$ cat config.mk
export PLATFORM = sky130hd
export DESIGN_NAME = restador_flotante_seq
export DESIGN_NICKNAME = d
export VERILOG_FILES = /design/src/rtl/restador_pkg.sv /design/src/rtl/comparador_magnitud.sv /design/src/rtl/restador_flotante_seq.sv
export SDC_FILE = /design/constraint.sdc
export NUM_CORES = 1
export LEC_CHECK = 0
export CAP_MARGIN = 20
export CORE_MARGIN = 2
export CORE_UTILIZATION = 50
export CTS_CLUSTER_DIAMETER = 120
export DETAILED_ROUTE_END_ITERATION = 10
export PLACE_DENSITY = 0.72
export SYNTH_ARGS = -nofsm -noshare
export SYNTH_HDL_FRONTEND = slang
export SYNTH_SLANG_ARGS = --single-unit
$ cat constraint.sdc
create_clock -name clk -period 10.7 [get_ports clk]
set_input_delay 1.605 -clock clk [delete_from_list [all_inputs] [get_ports clk]]
set_output_delay 1.605 -clock clk [all_outputs]
set_load 0.02 [all_outputs]
$ cat src/rtl/restador_pkg.sv
`default_nettype none
// ============================================================================
// restador_pkg : shared types and operand unpacking for restador_flotante_seq
// Revision 1.0
// ============================================================================
package restador_pkg;

  localparam int C_EXP_W  = 8;
  localparam int C_MAN_W  = 23;
  localparam int C_WORD_W = 1 + C_EXP_W + C_MAN_W;

  typedef enum logic [2:0] {
    IDLE      = 3'd0,
    ALIGN     = 3'd1,
    OPERATE   = 3'd2,
    NORMALIZE = 3'd3,
    DONE      = 3'd4
  } estado_t;

  typedef struct packed {
    logic               sign;
    logic [C_EXP_W-1:0] exp;
    logic [C_MAN_W:0]   sig;
  } operando_t;

  // Zero exponent (including denormals) collapses to a zero significand.
  function automatic operando_t unpack_op(input logic [C_WORD_W-1:0] w);
    operando_t u;
    u.sign = w[C_WORD_W-1];
    u.exp  = w[C_MAN_W +: C_EXP_W];
    u.sig  = (u.exp == '0) ? '0 : {1'b1, w[C_MAN_W-1:0]};
    return u;
  endfunction

endpackage
`default_nettype wire

$ cat src/rtl/comparador_magnitud.sv
`default_nettype none
// ============================================================================
// comparador_magnitud : orders two unpacked operands so X has |X| >= |Y|
// Revision 1.0
// ============================================================================
module comparador_magnitud
  import restador_pkg::*;
#(
  parameter int EXP_W = C_EXP_W,
  parameter int MAN_W = C_MAN_W
) (
  input  logic             i_sa,
  input  logic [EXP_W-1:0] i_ea,
  input  logic [MAN_W:0]   i_ma,
  input  logic             i_sb,
  input  logic [EXP_W-1:0] i_eb,
  input  logic [MAN_W:0]   i_mb,
  output logic             o_sx,
  output logic [EXP_W-1:0] o_ex,
  output logic [MAN_W:0]   o_mx,
  output logic             o_sy,
  output logic [MAN_W:0]   o_my,
  output logic [EXP_W-1:0] o_diff
);

  logic w_a_ge_b;

  assign w_a_ge_b = (i_ea > i_eb) || ((i_ea == i_eb) && (i_ma >= i_mb));

  always_comb begin
    o_sx   = i_sa;
    o_ex   = i_ea;
    o_mx   = i_ma;
    o_sy   = i_sb;
    o_my   = i_mb;
    o_diff = i_ea - i_eb;
    if (!w_a_ge_b) begin
      o_sx   = i_sb;
      o_ex   = i_eb;
      o_mx   = i_mb;
      o_sy   = i_sa;
      o_my   = i_ma;
      o_diff = i_eb - i_ea;
    end
  end

endmodule
`default_nettype wire

$ cat src/rtl/restador_flotante_seq.sv
`default_nettype none
// ============================================================================
// restador_flotante_seq : multi-cycle floating-point subtractor s = a - b
// Revision 1.0
// ============================================================================
module restador_flotante_seq
  import restador_pkg::*;
#(
  parameter int EXP_W = C_EXP_W,
  parameter int MAN_W = C_MAN_W
) (
  input  logic                 clk,
  input  logic                 rst_n,
  input  logic                 in_valid,
  output logic                 in_ready,
  input  logic [EXP_W+MAN_W:0] a,
  input  logic [EXP_W+MAN_W:0] b,
  output logic                 out_valid,
  input  logic                 out_ready,
  output logic [EXP_W+MAN_W:0] s,
  output logic                 exp_out
);

  localparam logic [EXP_W-1:0] C_ALIGN_LIM = EXP_W'(MAN_W + 1);

  estado_t r_state;
  estado_t w_next;

  logic                 w_sa, w_sb;
  logic [EXP_W-1:0]     w_ea, w_eb;
  logic [MAN_W:0]       w_ma, w_mb;
  logic                 w_sx, w_sy;
  logic [EXP_W-1:0]     w_ex, w_diff;
  logic [MAN_W:0]       w_mx, w_my;

  logic                 r_sign_x, r_sign_y;
  logic [EXP_W-1:0]     r_exp, r_diff;
  logic [MAN_W:0]       r_mx, r_my;
  logic [MAN_W+1:0]     r_sum;
  logic [EXP_W+MAN_W:0] r_s;
  logic                 r_exp_out;

  logic [EXP_W-1:0]     w_exp_inc;
  logic                 w_carry, w_hidden;

  generate
    if (EXP_W == C_EXP_W && MAN_W == C_MAN_W) begin : g_pkg_unpack
      operando_t w_ua, w_ub;
      assign w_ua = unpack_op(a);
      assign w_ub = unpack_op(b);
      assign w_sa = w_ua.sign;
      assign w_ea = w_ua.exp;
      assign w_ma = w_ua.sig;
      assign w_sb = w_ub.sign;
      assign w_eb = w_ub.exp;
      assign w_mb = w_ub.sig;
    end else begin : g_gen_unpack
      assign w_sa = a[EXP_W+MAN_W];
      assign w_ea = a[MAN_W +: EXP_W];
      assign w_ma = (w_ea == '0) ? '0 : {1'b1, a[MAN_W-1:0]};
      assign w_sb = b[EXP_W+MAN_W];
      assign w_eb = b[MAN_W +: EXP_W];
      assign w_mb = (w_eb == '0) ? '0 : {1'b1, b[MAN_W-1:0]};
    end
  endgenerate

  // Subtraction is addition of b with its sign flipped.
  comparador_magnitud #(
    .EXP_W (EXP_W),
    .MAN_W (MAN_W)
  ) u_cmp (
    .i_sa   (w_sa),
    .i_ea   (w_ea),
    .i_ma   (w_ma),
    .i_sb   (~w_sb),
    .i_eb   (w_eb),
    .i_mb   (w_mb),
    .o_sx   (w_sx),
    .o_ex   (w_ex),
    .o_mx   (w_mx),
    .o_sy   (w_sy),
    .o_my   (w_my),
    .o_diff (w_diff)
  );

  assign w_exp_inc = r_exp + EXP_W'(1);
  assign w_carry   = r_sum[MAN_W+1];
  assign w_hidden  = r_sum[MAN_W];

  assign in_ready  = (r_state == IDLE);
  assign out_valid = (r_state == DONE);
  assign s         = r_s;
  assign exp_out   = r_exp_out;

  always_ff @(posedge clk or negedge rst_n) begin
    if (!rst_n) begin
      r_state <= IDLE;
    end else begin
      r_state <= w_next;
    end
  end

  always_comb begin
    w_next = r_state;
    case (r_state)
      IDLE:      if (in_valid) w_next = ALIGN;
      ALIGN:     if (r_diff == '0) w_next = OPERATE;
      OPERATE:   w_next = NORMALIZE;
      NORMALIZE: begin
        if (r_sum == '0) begin
          w_next = DONE;
        end else if (w_carry) begin
          if (w_exp_inc == '1) w_next = DONE;
        end else if (w_hidden || (r_exp == EXP_W'(1))) begin
          w_next = DONE;
        end
      end
      DONE:      if (out_ready) w_next = IDLE;
      default:   w_next = IDLE;
    endcase
  end

  always_ff @(posedge clk or negedge rst_n) begin
    if (!rst_n) begin
      r_sign_x  <= 1'b0;
      r_sign_y  <= 1'b0;
      r_exp     <= '0;
      r_diff    <= '0;
      r_mx      <= '0;
      r_my      <= '0;
      r_sum     <= '0;
      r_s       <= '0;
      r_exp_out <= 1'b0;
    end else begin
      case (r_state)
        IDLE: begin
          if (in_valid) begin
            r_sign_x  <= w_sx;
            r_sign_y  <= w_sy;
            r_exp     <= w_ex;
            r_mx      <= w_mx;
            r_my      <= w_my;
            r_diff    <= w_diff;
            r_exp_out <= 1'b0;
          end
        end
        ALIGN: begin
          // Large gaps flush Y at once instead of shifting it out bit by bit.
          if (r_diff != '0) begin
            if (r_diff > C_ALIGN_LIM) begin
              r_my   <= '0;
              r_diff <= '0;
            end else begin
              r_my   <= r_my >> 1;
              r_diff <= r_diff - EXP_W'(1);
            end
          end
        end
        OPERATE: begin
          if (r_sign_x == r_sign_y) begin
            r_sum <= {1'b0, r_mx} + {1'b0, r_my};
          end else begin
            r_sum <= {1'b0, r_mx} - {1'b0, r_my};
          end
        end
        NORMALIZE: begin
          if (r_sum == '0) begin
            r_s <= '0;
          end else if (w_carry) begin
            r_sum <= r_sum >> 1;
            r_exp <= w_exp_inc;
            if (w_exp_inc == '1) begin
              r_exp_out <= 1'b1;
              r_s       <= {r_sign_x, {EXP_W{1'b1}}, {MAN_W{1'b0}}};
            end
          end else if (w_hidden) begin
            r_s <= {r_sign_x, r_exp, r_sum[MAN_W-1:0]};
          end else if (r_exp == EXP_W'(1)) begin
            r_s <= {r_sign_x, {(EXP_W+MAN_W){1'b0}}};
          end else begin
            r_sum <= r_sum << 1;
            r_exp <= r_exp - EXP_W'(1);
          end
        end
        default: ;
      endcase
    end
  end

endmodule
`default_nettype wire

======== After elaboration in Yosys (flattened, before gate mapping) ========
Cells that the tools add are included.
word-level totals
  flip-flop bits (word level) ............. 127
  bits in latches ......................... 0
  bits in writable memories ............... 0
  bits in read-only memories .............. 0
  input port bits ......................... 68
  output and inout bits ................... 35
  word-level logic and storage cells ...... 109
  memories ................................ 0
cells by class
  add/sub/neg operators ................... 7
  $mul .................................... 0
  divide/modulo/power cells ............... 0
  $lt $le $gt $ge ......................... 3
  equal/unequal tests ..................... 20
  shift-type cells ........................ 0
  mux-type cells .......................... 46
  bitwise logic cells ..................... 1
  reductions and logical operators ........ 21
operators with widths
  cell                   number
  $mux W24               9
  $mux W32               5
  $mux W8                10
  $mux W25               2
  $pmux W25 S2           1
  $pmux W24 S2           1
  $pmux W8 S2            2
  $add A24 B24 Y25       1
  $logic_not A25 Y1      1
  $sub A24 B24 Y25       1
  $ge A24 B24 Y1         1
  $logic_not A8 Y1       3
  $mux W23               1
  $mux W3                7
  $sub A8 B1 Y8 const B  2
  $sub A8 B8 Y8          2
  $pmux W3 S5            1
  $reduce_and A5 Y1      3
  $ne A2 B2 Y1 const B   6
  $add A8 B1 Y8 const B  1
  $eq A8 B1 Y1 const B   1
  $eq A8 B8 Y1           1
  $eq A8 B8 Y1 const B   1
  $gt A8 B5 Y1 const B   1
  21 further kinds       34

======== Depth between registers and ports, before layout ========
Gate-level depths: netlist (run 1).
  depth in word-level cells ............... 8
  gate-level depth with buffers ........... 17

======== Cells and area by module ========
Synthesis (run 1) repeated with hierarchy kept, for this count alone.
unflattened totals
  cell total of the unflattened synthesis .. 1259
  area total of the unflattened synthesis .. 10024.6 um^2
by module, submodules not included
  module                 instances  cells each  area each (um^2)  seq. area each (um^2)
  restador_flotante_seq  1          995         8157.8            3178.0
  comparador_magnitud    1          264         1866.8            0.0

======== Worst setup path after synthesis (run 1) ========
OpenSTA, ideal clock, no wires.
  path type ............................... input to register
  start point ............................. in a[23]
  end point ............................... reg r_diff[5]
  library setup time ...................... 0.092 ns
  arrival time ............................ 4.433 ns
  required time ........................... 10.608 ns
  setup slack ............................. 6.175 ns
  stages on the path ...................... 14
  path buffers ............................ 1
  cells stage by stage .................... nor4_1 -> nand2_1 -> clkbuf_1 -> nand2_1 -> inv_1 -> ha_1 -> a21o_1 -> a211o_1 -> a221oi_1 -> o21ai_1 -> a21oi_2 -> mux2_2 -> o21a_1 -> o31ai_2
on the way
  word-level cells in the longest chain between the ends .. 8
  elaborated cells on any way between the ends .. 12
  those cells by class .................... add/sub (2); order compare (2); eq/ne (1); mux (4); reduce/logical (3)
ends and longest elaborated chain
  element                 line                          RTL
  start: declaration      restador_flotante_seq.sv:16   input logic [EXP_W+MAN_W:0] a,
  $logic_not A8 Y1        restador_pkg.sv:31            u.sig = (u.exp == '0) ? '0 : {1'b1, w[C_MAN_W-1:0]};
  $mux W24                restador_pkg.sv:31
  $ge A24 B24 Y1          comparador_magnitud.sv:28     assign w_a_ge_b = (i_ea > i_eb) || ((i_ea == i_eb) && (i_ma >= i_mb));
  $logic_and A1 B1 Y1     comparador_magnitud.sv:28
  $logic_or A1 B1 Y1      comparador_magnitud.sv:28
  $mux W8 *               comparador_magnitud.sv:37     if (!w_a_ge_b) begin
  $mux W8 *               restador_flotante_seq.sv:137  if (in_valid) begin
  $pmux W8 S2 *           restador_flotante_seq.sv:135  case (r_state)
  end signal: assignment  restador_flotante_seq.sv:143  r_diff <= w_diff;
  end signal: assignment  restador_flotante_seq.sv:155  r_diff <= r_diff - EXP_W'(1);
  end: declaration        restador_flotante_seq.sv:37   logic [EXP_W-1:0] r_exp, r_diff;
Mark *: on every way between the ends. The rest lies on a longest branch, timed or not. The select of a mux whose other input is x is not followed.
A chain may end at the register's enable or synchronous reset.

======== Worst setup path in the final report (run 1) ========
  start point ............................. in a[24]
  end point ............................... reg r_my[6]
on the way
  word-level cells in the longest chain between the ends .. 8
  elaborated cells on any way between the ends .. 10
  those cells by class .................... order compare (2); eq/ne (1); mux (4); reduce/logical (3)
ends and longest elaborated chain
  element                 line                          RTL
  $logic_not A8 Y1        restador_pkg.sv:31
  $mux W24                restador_pkg.sv:31
  $ge A24 B24 Y1          comparador_magnitud.sv:28
  $logic_and A1 B1 Y1     comparador_magnitud.sv:28
  $logic_or A1 B1 Y1      comparador_magnitud.sv:28
  $mux W24 *              comparador_magnitud.sv:37
  $mux W24 *              restador_flotante_seq.sv:137
  $pmux W24 S2 *          restador_flotante_seq.sv:135
  end signal: assignment  restador_flotante_seq.sv:142  r_my <= w_my;
  end signal: assignment  restador_flotante_seq.sv:154  r_my <= r_my >> 1;
  end: declaration        restador_flotante_seq.sv:38   logic [MAN_W:0] r_mx, r_my;
Marked as above.

==> metrics.yaml, run 1 <==
finalClockSkew_ns: 0.00990
final.setup.worst_slack_ns: 4.92
worst_pin_slew_ns: 0.883
slew_headroom_pct: 41.0
finalCritPeriodShare_pct: 54.0
synth_seq_cells: 127
gr-total-overflow: 0
postPlaceCellArea_um2: 10800
vias: 8961
area_growth_pct: 18.1
antenna_found_initial: 0
yosys.area.top_type: "dfrtp_1"
initialDrtViolationCount: 828
nNetsFinal: 1425
die-width_um: 143
p_leak_nw: 5.18
status: "complete, no violations"
wire_per_inst_um: 15.8
synth_top_area_share_pct: 32.8
drv_slew: 0
cts-root-buf: "clkbuf_16"
grt_pass1_wl_mm: 40.2
grt_setup_unrepaired: "false"
path_clk_slew_ns: 0.06
syn-mean-instance-area_um2: 7.97
synthCells: 1215
coreArea_um2: 18800
setup_tns_ns: 0
place_ws_ns: 4.53
drcViolationCount: 0
routed_wl_mm: 24.5
crit_fanout: 44
clk_latency_ns: 0.42
cts_made_buffers: 17
final_cell_mix: "210 x nand2_1, 127 x dfrtp_1, 126 x o21ai_0"
worstSetupPathType: "primary input to flop"
cts_max_level: 4
p_sw_share_pct: 47.8
finalHoldViolations: 0
syn-num-nets: 1357
layout-drive-gt1-share_pct: 5.48
dp_hpwl_mm: 18.3
final_area_um2: 11400
powerDensity_nw_per_um2: 367
required_ns: 11.00
place.gp.congestion: 0.944
initial_core_util_pct: 51.4
pwr-share-clk_pct: 14.1
firstDrtPassIters: 6
power_switching_mw: 2.00
p_comb_share_pct: 63.1
hold_buffers: 0
crit_path_end_kind: "flop"
cts_resized: 0
highest_layer: "met4"
synth_edf_count: 0
seq_area_frac_synth_pct: 32.8
async_flop_share_pct: 100
wl_met1_mm: 12.0
drv_cap: 0
post_cts_buffers: 0
worst_ir_drop_vdd_mv: 0.147
die-area_um2: 20500
track_usage_pct: 24.2
final.min_clock_period_ns: 5.78
final_core_util_pct: 60.7
num_rows: 50
ys.flop_type: "dfrtp_1"
fmax_mhz: 173
routed_via_density: 5.76
pin_count: 103
antenna_cells: 0
dr_wl_met3_mm: 1.71
synth_cell_types: 71
critPathLaunchType: "primary input"
cp.arrival_ns: 6.08
hold_path.class: "flop to flop"
cts_max_path_buffers: 2
finalSetupViolCount: 0
p_int_mw: 2.19
cts_tree: "done"
syn_area_um2: 9680
ys_warn_count: 0
clock_sinks: 127
port_buffers: 102
die_h_um: 143
wl_met2_mm: 10.4
layout_commonest_cell: "nand2_1"
sequentialPowerShare_pct: 22.9
first_global_vias: 8075
ant_nets: 0
grt_max_degree: 67
synthTopCellsByArea: "dfrtp_1 33%, ha_1 9.2%, nand2_1 8.1%"
[sequential cells by signal, indices dropped and copies added, names as in the netlist]
register  cells
s            32
r_sum        25
r_mx         24
r_my         24
r_diff        8
r_exp         8
r_state       3
exp_out       1
r_sign_x      1
r_sign_y      1
[cell usage after synthesis (4+ instances only)]
cell        n
nand2_1   210
dfrtp_1   127
o21ai_0   127
a21oi_1   107
nor2_1    105
ha_1       71
inv_1      63
clkbuf_1   48
mux2i_1    35
xnor2_1    30
a221oi_1   27
nor3_1     23
xor2_1     23
nand4_1    16
nand3_1    15
a21o_1     14
nor4_1     13
a31oi_1    12
a222oi_1   11
nand2b_1   11
buf_2       8
nor2b_1     8
buf_6       7
o22ai_1     7
a211oi_1    6
o21ai_1     6
o211ai_1    5
o21a_1      5
o31ai_1     5
or3_1       5
and3_1      4
o21bai_1    4
[final cells by class]
class | instances | area, um2
Clock buffer | 19 | 443
Timing Repair Buffer | 116 | 1140
Multi-Input combinational cell | 958 | 5940
Fill cell | 1716 | 7400
Sequential cell | 127 | 3180
Clock inverter | 13 | 165
Inverter | 63 | 236
Tap cell | 260 | 325
[cells by family (layout without fill, tap and decap cells)]
family	count (synthesis)	in the layout	share of synthesized area, %
and+or+nand+nor	428	428	19.4
AOI/OAI and AO/OA	367	367	23.5
buffers and inverters	130	211	5.93
DFF	127	127	32.8
adders and majority gates	74	74	9.80
xor gates and xnor gates	53	53	4.80
muxes	36	36	3.74
[layer usage]
metal	up-vias	GRT usage, %
li1	4460	-
met1	4144	36.3
met2	327	35.6
met3	30	4.53
met4	0	6.67
met5	-	0
[worst max-delay path, cell delays in order]
cell	delay [ns]
clkdlybuf4s50_1	0.49
nor4_1	0.35
nand2_1	0.58
nand2_1	0.29
inv_1	0.08
ha_1	0.30
a21o_1	0.13
a2111oi_0	0.08
a2111oi_2	0.45
a21o_2	0.64
buf_4	0.54
mux2i_1	0.14
a221oi_1	0.29
nor2_1	0.07
[power by group through the flow]
| stage | combinational, mW | clock (mW) | sequential (mW) |
|---|---|---|---|
| 3_5_place_dp | 2.59 | 0 | 0.959 |
| 5_1_grt | 2.95 | 0.620 | 0.991 |
| 3_3_place_gp | 2.55 | 0 | 0.952 |
| 6_report | 2.64 | 0.590 | 0.959 |
| 4_1_cts | 2.61 | 0.594 | 0.954 |
| 2_1_floorplan | 1.95 | 0 | 0.943 |
[through the flow]
stage / total power [mW] / hold slack (ns) / std cells
after floorplan: 2.89 / 0.456 / 1215
after global placement: 3.50 / 0.460 / 1522
after detailed placement: 3.55 / 0.470 / 1523
after CTS: 4.16 / 0.482 / 1555
after global routing: 4.56 / 0.500 / 1556
final: 4.19 / 0.473 / 1556
[final timing paths]
| check | slack [ns] | endpoint | cells past startpoint | start |
|---|---|---|---|---|
| max | 4.92 | r_my[6] | 14 | a[24] |
| min | 0.47 | s[8] | 2 | s[8] |
| max reg2reg | 6.48 | r_sum[21] | 15 | r_my[6] |
| min reg2reg | 0.47 | s[8] | 2 | s[8] |
| max in group asynchronous | 8.11 | r_mx[11] | 2 | rst_n |
| min in group asynchronous | 1.29 | s[26] | 1 | rst_n |
No activity file was read; power rests on OpenSTA's default activity.
==> inputs of run 2 (changes only) <==
Clock period 10.7 ns to 5.9 ns, I/O delays scaled along.
==> run 2 against run 1 <==
- sequential power is 81% higher
- via count decreased by 1.6%
- flip-flop and latch count stayed put
- clock skew barely moved
- clock power grew 81%
- critical path depth is 1 higher
- power rose by 82%
- non-clock buffer count up 4
- worst hold slack hardly changed
- register-to-register slack lost 4.8 ns
- first-iteration DRC count is 21% lower
- cell count is 0.13% higher
==> metrics.yaml, run 2 (same netlist as run 1, synthesis figures left out) <==
status: "complete, no violations"
fillCellCount: 1694  # -1.3%
routed_via_density: 5.66  # -1.7%
hold_depth: 2  # unchanged
powerDensity_nw_per_um2: 665  # +81%
cts_max_path_buffers: 2  # unchanged
pwr-share-clk_pct: 14.1  # about the same
p_sw_share_pct: 47.6  # -0.19 points
p_int_mw: 4.00  # +83%
grt_pass1_wl_mm: 41.1  # +2.3%
drv_cap: 0  # unchanged
cts_tree: "done"
cts-root-buf: "clkbuf_16"
finalClockSkew_ns: 0.00990  # +0.00000388 ns
worst_pin_slew_ns: 0.923  # +0.0396 ns
place_ws_ns: 0.949  # -3.58 ns
clk_latency_ns: 0.42  # about the same
clock_sinks: 127  # unchanged
layout-drive-gt1-share_pct: 5.62  # +0.15 points
layout_commonest_cell: "nand2_1"
pin_count: 103  # unchanged
drcViolationCount: 0  # unchanged
gr-total-overflow: 0  # unchanged
sequentialPowerShare_pct: 22.7  # -0.2 points
fmax_mhz: 221
holdWs_ns: 0.473  # -0.000365 ns
finalHoldViolations: 0  # unchanged
ant_nets: 0  # unchanged
power_switching_mw: 3.63  # +81%
path_clk_slew_ns: 0.06  # about the same
cts_max_level: 4  # unchanged
p_comb_share_pct: 63.2  # about the same
ff2ff_path_depth: 15  # unchanged
cts_made_buffers: 17  # unchanged
crit_fanout: 15  # -66%
grt_setup_unrepaired: "false"
crit_path_end_kind: "flop"
antenna_found_initial: 0  # unchanged
die-area_um2: 20500  # unchanged
largest_reg_flops: 32  # unchanged
final_cell_mix: "210 x nand2_1, 127 x dfrtp_1, 126 x o21ai_0"
vias: 8820  # -1.6%
nNetsFinal: 1429  # +0.28%
area_growth_pct: 18.5
final.setup.worst_slack_ns: 1.37  # -3.55 ns
port_buffers: 102  # unchanged
dp_hpwl_mm: 18.3  # -0.20%
cp.arrival_ns: 4.83  # -1.25 ns
first_global_vias: 8015  # -0.74%
worstSetupPathType: "primary input to flop"
grt_max_degree: 70  # +4.5%
setup_tns_ns: 0  # unchanged
initial_core_util_pct: 51.4  # unchanged
initialDrtViolationCount: 650  # -21%
drv_slew: 0  # unchanged
final.min_clock_period_ns: 4.53
wire_per_inst_um: 15.8  # +0.57%
num_rows: 50  # unchanged
finalSetupViolCount: 0  # unchanged
firstDrtPassIters: 8  # +2
track_usage_pct: 24.8  # +0.62 points
cts_resized: 0  # unchanged
hold_path.class: "flop to flop"
die-width_um: 143  # unchanged
slew_headroom_pct: 38.3  # -2.7 points
hold_buffers: 0  # unchanged
antenna_cells: 0  # unchanged
final_core_util_pct: 60.9  # +0.21 points
critPathLaunchType: "primary input"
coreArea_um2: 18800  # unchanged
finalCritPeriodShare_pct: 76.8
die_h_um: 143  # unchanged
place.gp.congestion: 0.898  # -4.9%
p_leak_nw: 5.20  # +0.47%
required_ns: 6.20  # -4.80 ns
routed_wl_mm: 24.7  # +0.70%
worst_ir_drop_vdd_mv: 0.303  # +110%
post_cts_buffers: 0  # unchanged
[run 2: changes by cell type in the layout (fill, tap and decap cells not counted), sizes merged]
cell      previous run  this run
buf                 15        19
clkinv               6         3
clkbuf              19        21
clkinvlp             4         3
[run 2: final cells by class]
cell class	instances	area [um2]	area share (%)
Timing Repair Buffer	120	1180	10.3
Tap cell	260	325	2.84
Clock inverter	9	135	1.18
Clock buffer	21	470	4.10
Inverter	63	236	2.06
Multi-Input combinational cell	958	5940	51.8
Sequential cell	127	3180	27.7
[run 2: worst max-delay path, stage by stage]
cell and delay (ns):
clkdlybuf4s50_1 0.49, nor4_1 0.30, nand2_1 0.28, buf_4 0.28, nand2_1 0.12, ha_1 0.25, a21o_1 0.17, a211o_1 0.28
a221oi_1 0.26, o21ai_1 0.21, a21oi_2 0.38, buf_4 0.24, mux2i_1 0.22, xnor2_1 0.10, a221o_1 0.36
[run 2: metrics by stage]
| stage | instance area (um2) | cells | power (mW) |
|---|---|---|---|
| after floorplan | 9680 | 1215 | 5.25 |
| after global placement | 10800 | 1526 | 6.37 |
| after detailed placement | 10800 | 1527 | 6.45 |
| after CTS | 11400 | 1557 | 7.58 |
| after global routing | 11500 | 1558 | 8.32 |
| final | 11500 | 1558 | 7.63 |
[run 2: layer usage]
layer	GRT usage [%]	share of wire (%)	vias to the layer above	wire length, um
met2	36.5	42	259	10500
li1	-	-	4469	-
met1	38.4	52	4070	12700
met5	0	0	-	0
met4	6.77	1.3	0	317
met3	2.88	4.7	22	1160
[run 2: final timing paths]
| kind | startpoint | to | slack (ns) |
|---|---|---|---|
| worst max-delay path | b[24] | r_diff[3] | 1.37 |
| worst min-delay path | s[0] | s[0] | 0.47 |
| worst max register to register | r_my[6] | r_sum[21] | 1.69 |
| worst min register to register | s[0] | s[0] | 0.47 |
| max in group asynchronous | rst_n | s[12] | 4.08 |
| min in group asynchronous | rst_n | r_exp[1] | 0.57 |
[run 2: power by group through the flow]
stage | Clock [mW] | Combinational [mW] | Sequential [mW]
after floorplan | 0 | 3.54 | 1.71
after global placement | 0 | 4.64 | 1.73
after detailed placement | 0 | 4.72 | 1.74
after CTS | 1.09 | 4.76 | 1.73
after global routing | 1.13 | 5.40 | 1.79
final | 1.07 | 4.82 | 1.74
==> inputs of run 3 (changes only) <==
Clock period 5.9 ns to 4.4 ns, I/O delays scaled along.
==> run 3 against run 2 <==
- routed wire length is 1.7% higher
- sequential power is 37% higher
- global-route usage is 0.68 points higher
- clock power is 31% higher
- highest routed layer unchanged
==> metrics.yaml, run 3 (same netlist as run 1, synthesis figures left out) <==
sequentialPowerShare_pct: 23.4  # +0.7 points
firstDrtPassIters: 5  # -3
critPathLaunchType: "flop"
cts_max_path_buffers: 2  # unchanged
area_growth_pct: 20.0
finalClockSkew_ns: 0.0109  # +0.00104 ns
nNetsFinal: 1451  # +1.5%
vias: 8987  # +1.9%
gr-total-overflow: 0  # unchanged
p_comb_share_pct: 62.8  # -0.4 points
cpMostUsedCell: "nand2_1"
fmax_mhz: 250
worst_ir_drop_vdd_mv: 0.409  # +35%
crit_path_end_kind: "flop"
finalHoldViolations: 0  # unchanged
path_cells: "or4_4, nor4_2, nand2_1, nor2_1, nand2_1, o21ai_0, xnor2_1, ha_1, nand2_1, o21ai_0, o22ai_1, a21oi_2, a21oi_1, or4b_2, nand3_1"
final.min_clock_period_ns: 4.01
die-area_um2: 20500  # unchanged
drcViolationCount: 0  # unchanged
cts_max_level: 4  # unchanged
post_cts_buffers: 0  # unchanged
r2r_start: "r_my[6]"
num_rows: 50  # unchanged
first_global_vias: 8323  # +3.8%
final_cell_mix: "210 x nand2_1, 127 x dfrtp_1, 126 x o21ai_0"
routed_wl_mm: 25.1  # +1.7%
grt_setup_unrepaired: "false"
drv_slew: 0  # unchanged
worstSetupPathType: "flop to flop"
place_ws_ns: 0.120  # -0.830 ns
ff2ff_path_depth: 15  # unchanged
status: "complete, no violations"
port_buffers: 102  # unchanged
antenna_found_initial: 0  # unchanged
initialDrtViolationCount: 736  # +13%
drv_cap: 0  # unchanged
p_int_mw: 5.30  # +33%
cpMaxStageDelayCell: "or4b_2"
antenna_cells: 0  # unchanged
cts-root-buf: "clkbuf_16"
track_usage_pct: 25.5  # +0.68 points
clk_latency_ns: 0.43  # about the same
die-width_um: 143  # unchanged
hold_path.class: "primary input to asynchronous set/reset pin"
die_h_um: 143  # unchanged
slew_headroom_pct: 39.6  # +1.3 points
ant_nets: 0  # unchanged
pin_count: 103  # unchanged
cp.arrival_ns: 4.37  # -0.46 ns
p_leak_nw: 5.30  # +1.8%
place.gp.congestion: 0.907  # +1.0%
grt_pass1_wl_mm: 42.1  # +2.6%
layout-drive-gt1-share_pct: 7.41  # +1.8 points
crit_fanout: 6  # -9
final.setup.worst_slack_ns: 0.394  # -0.977 ns
powerDensity_nw_per_um2: 875  # +32%
timing.rr.end: "r_sum[21]"
path_clk_slew_ns: 0.06  # about the same
critPathMaxStageDelay_ns: 0.65  # +0.16 ns
setup_tns_ns: 0  # unchanged
p_sw_share_pct: 47.8  # +0.27 points
required_ns: 4.76  # -1.44 ns
power_switching_mw: 4.86  # +34%
layout_commonest_cell: "nand2_1"
pwr-share-clk_pct: 13.7  # -0.4 points
finalSetupViolCount: 0  # unchanged
grt_max_degree: 70  # unchanged
dp_hpwl_mm: 18.8  # +3.0%
clock_sinks: 127  # unchanged
wire_per_inst_um: 15.9  # +0.12%
worst_pin_slew_ns: 0.903  # -0.0195 ns
routed_via_density: 5.68  # +0.35%
r2r_slack_ns: 0.39  # -1.30 ns
cts_tree: "done"
coreArea_um2: 18800  # unchanged
cts_made_buffers: 17  # unchanged
largest_reg_flops: 32  # unchanged
initial_core_util_pct: 51.4  # unchanged
finalCritPeriodShare_pct: 91.0
-- run 3: area by class of cell --
class | instances | area (um2)
Sequential cell | 127 | 3180
Tap cell | 260 | 325
Clock buffer | 22 | 474
Clock inverter | 10 | 111
Timing Repair Buffer | 142 | 1340
Fill cell | 1693 | 7210
Multi-Input combinational cell | 958 | 5950
Inverter | 63 | 236
-- run 3: how the worst max path moves through the flow --
stage                       start  slack (ns)         to  cells past startpoint
after floorplan           r_my[6]        0.73  r_sum[21]                     15
after global placement      b[23]        0.18    r_mx[9]                     17
after detailed placement    b[23]        0.12    r_mx[9]                     17
after CTS                 r_my[6]        0.23  r_sum[21]                     15
after global routing      r_my[6]        0.08  r_sum[21]                     15
final                     r_my[6]        0.39  r_sum[21]                     15
-- run 3: metrics by stage --
| stage | instance area (um2) | power, mW | cells | hold slack (ns) | util (%) |
|---|---|---|---|---|---|
| 6_report | 11600 | 10.2 | 1582 | 0.311 | 61.7 |
| 3_5_place_dp | 11000 | 8.67 | 1550 | 0.469 | 58.5 |
| 4_1_cts | 11600 | 10.1 | 1582 | 0.341 | 61.6 |
| 5_1_grt | 11600 | 11.1 | 1582 | 0.369 | 61.7 |
| 3_3_place_gp | 11000 | 8.55 | 1550 | 0.461 | 58.5 |
| 2_1_floorplan | 9680 | 7.04 | 1215 | 0.364 | - |
-- run 3: worst max-delay path, delay by kind of cell, from the launching register on --
kind / cells / cell delay (ns)
and+or+nand+nor: 8 / 2.11
AOI/OAI and AO/OA: 5 / 0.93
DFF: 1 / 0.42
adders and majority gates: 1 / 0.40
xor gates and xnor gates: 1 / 0.09
-- run 3: power groups by stage --
stage / combinational [mW] / clock, mW / sequential [mW]
2_1_floorplan: 4.74 / 0 / 2.29
6_report: 6.39 / 1.40 / 2.38
3_3_place_gp: 6.19 / 0 / 2.36
5_1_grt: 7.16 / 1.48 / 2.47
3_5_place_dp: 6.30 / 0 / 2.37
4_1_cts: 6.35 / 1.41 / 2.36
-- run 3: timing repair --
| action | 4_1_cts | 5_1_grt |
|---|---|---|
| hold endpoints to repair | 0 | 0 |
| resized for setup | 0 | 2 |
| hold buffers | 0 | 0 |
| endpoints found under the setup margin | 0 | 1 |
-- run 3: per-layer routing --
layer | wire length, um | global-route usage [%]
met5 | 0 | 0
met4 | 298 | 6.31
met2 | 11000 | 38.2
met1 | 12600 | 38.4
met3 | 1270 | 4.09
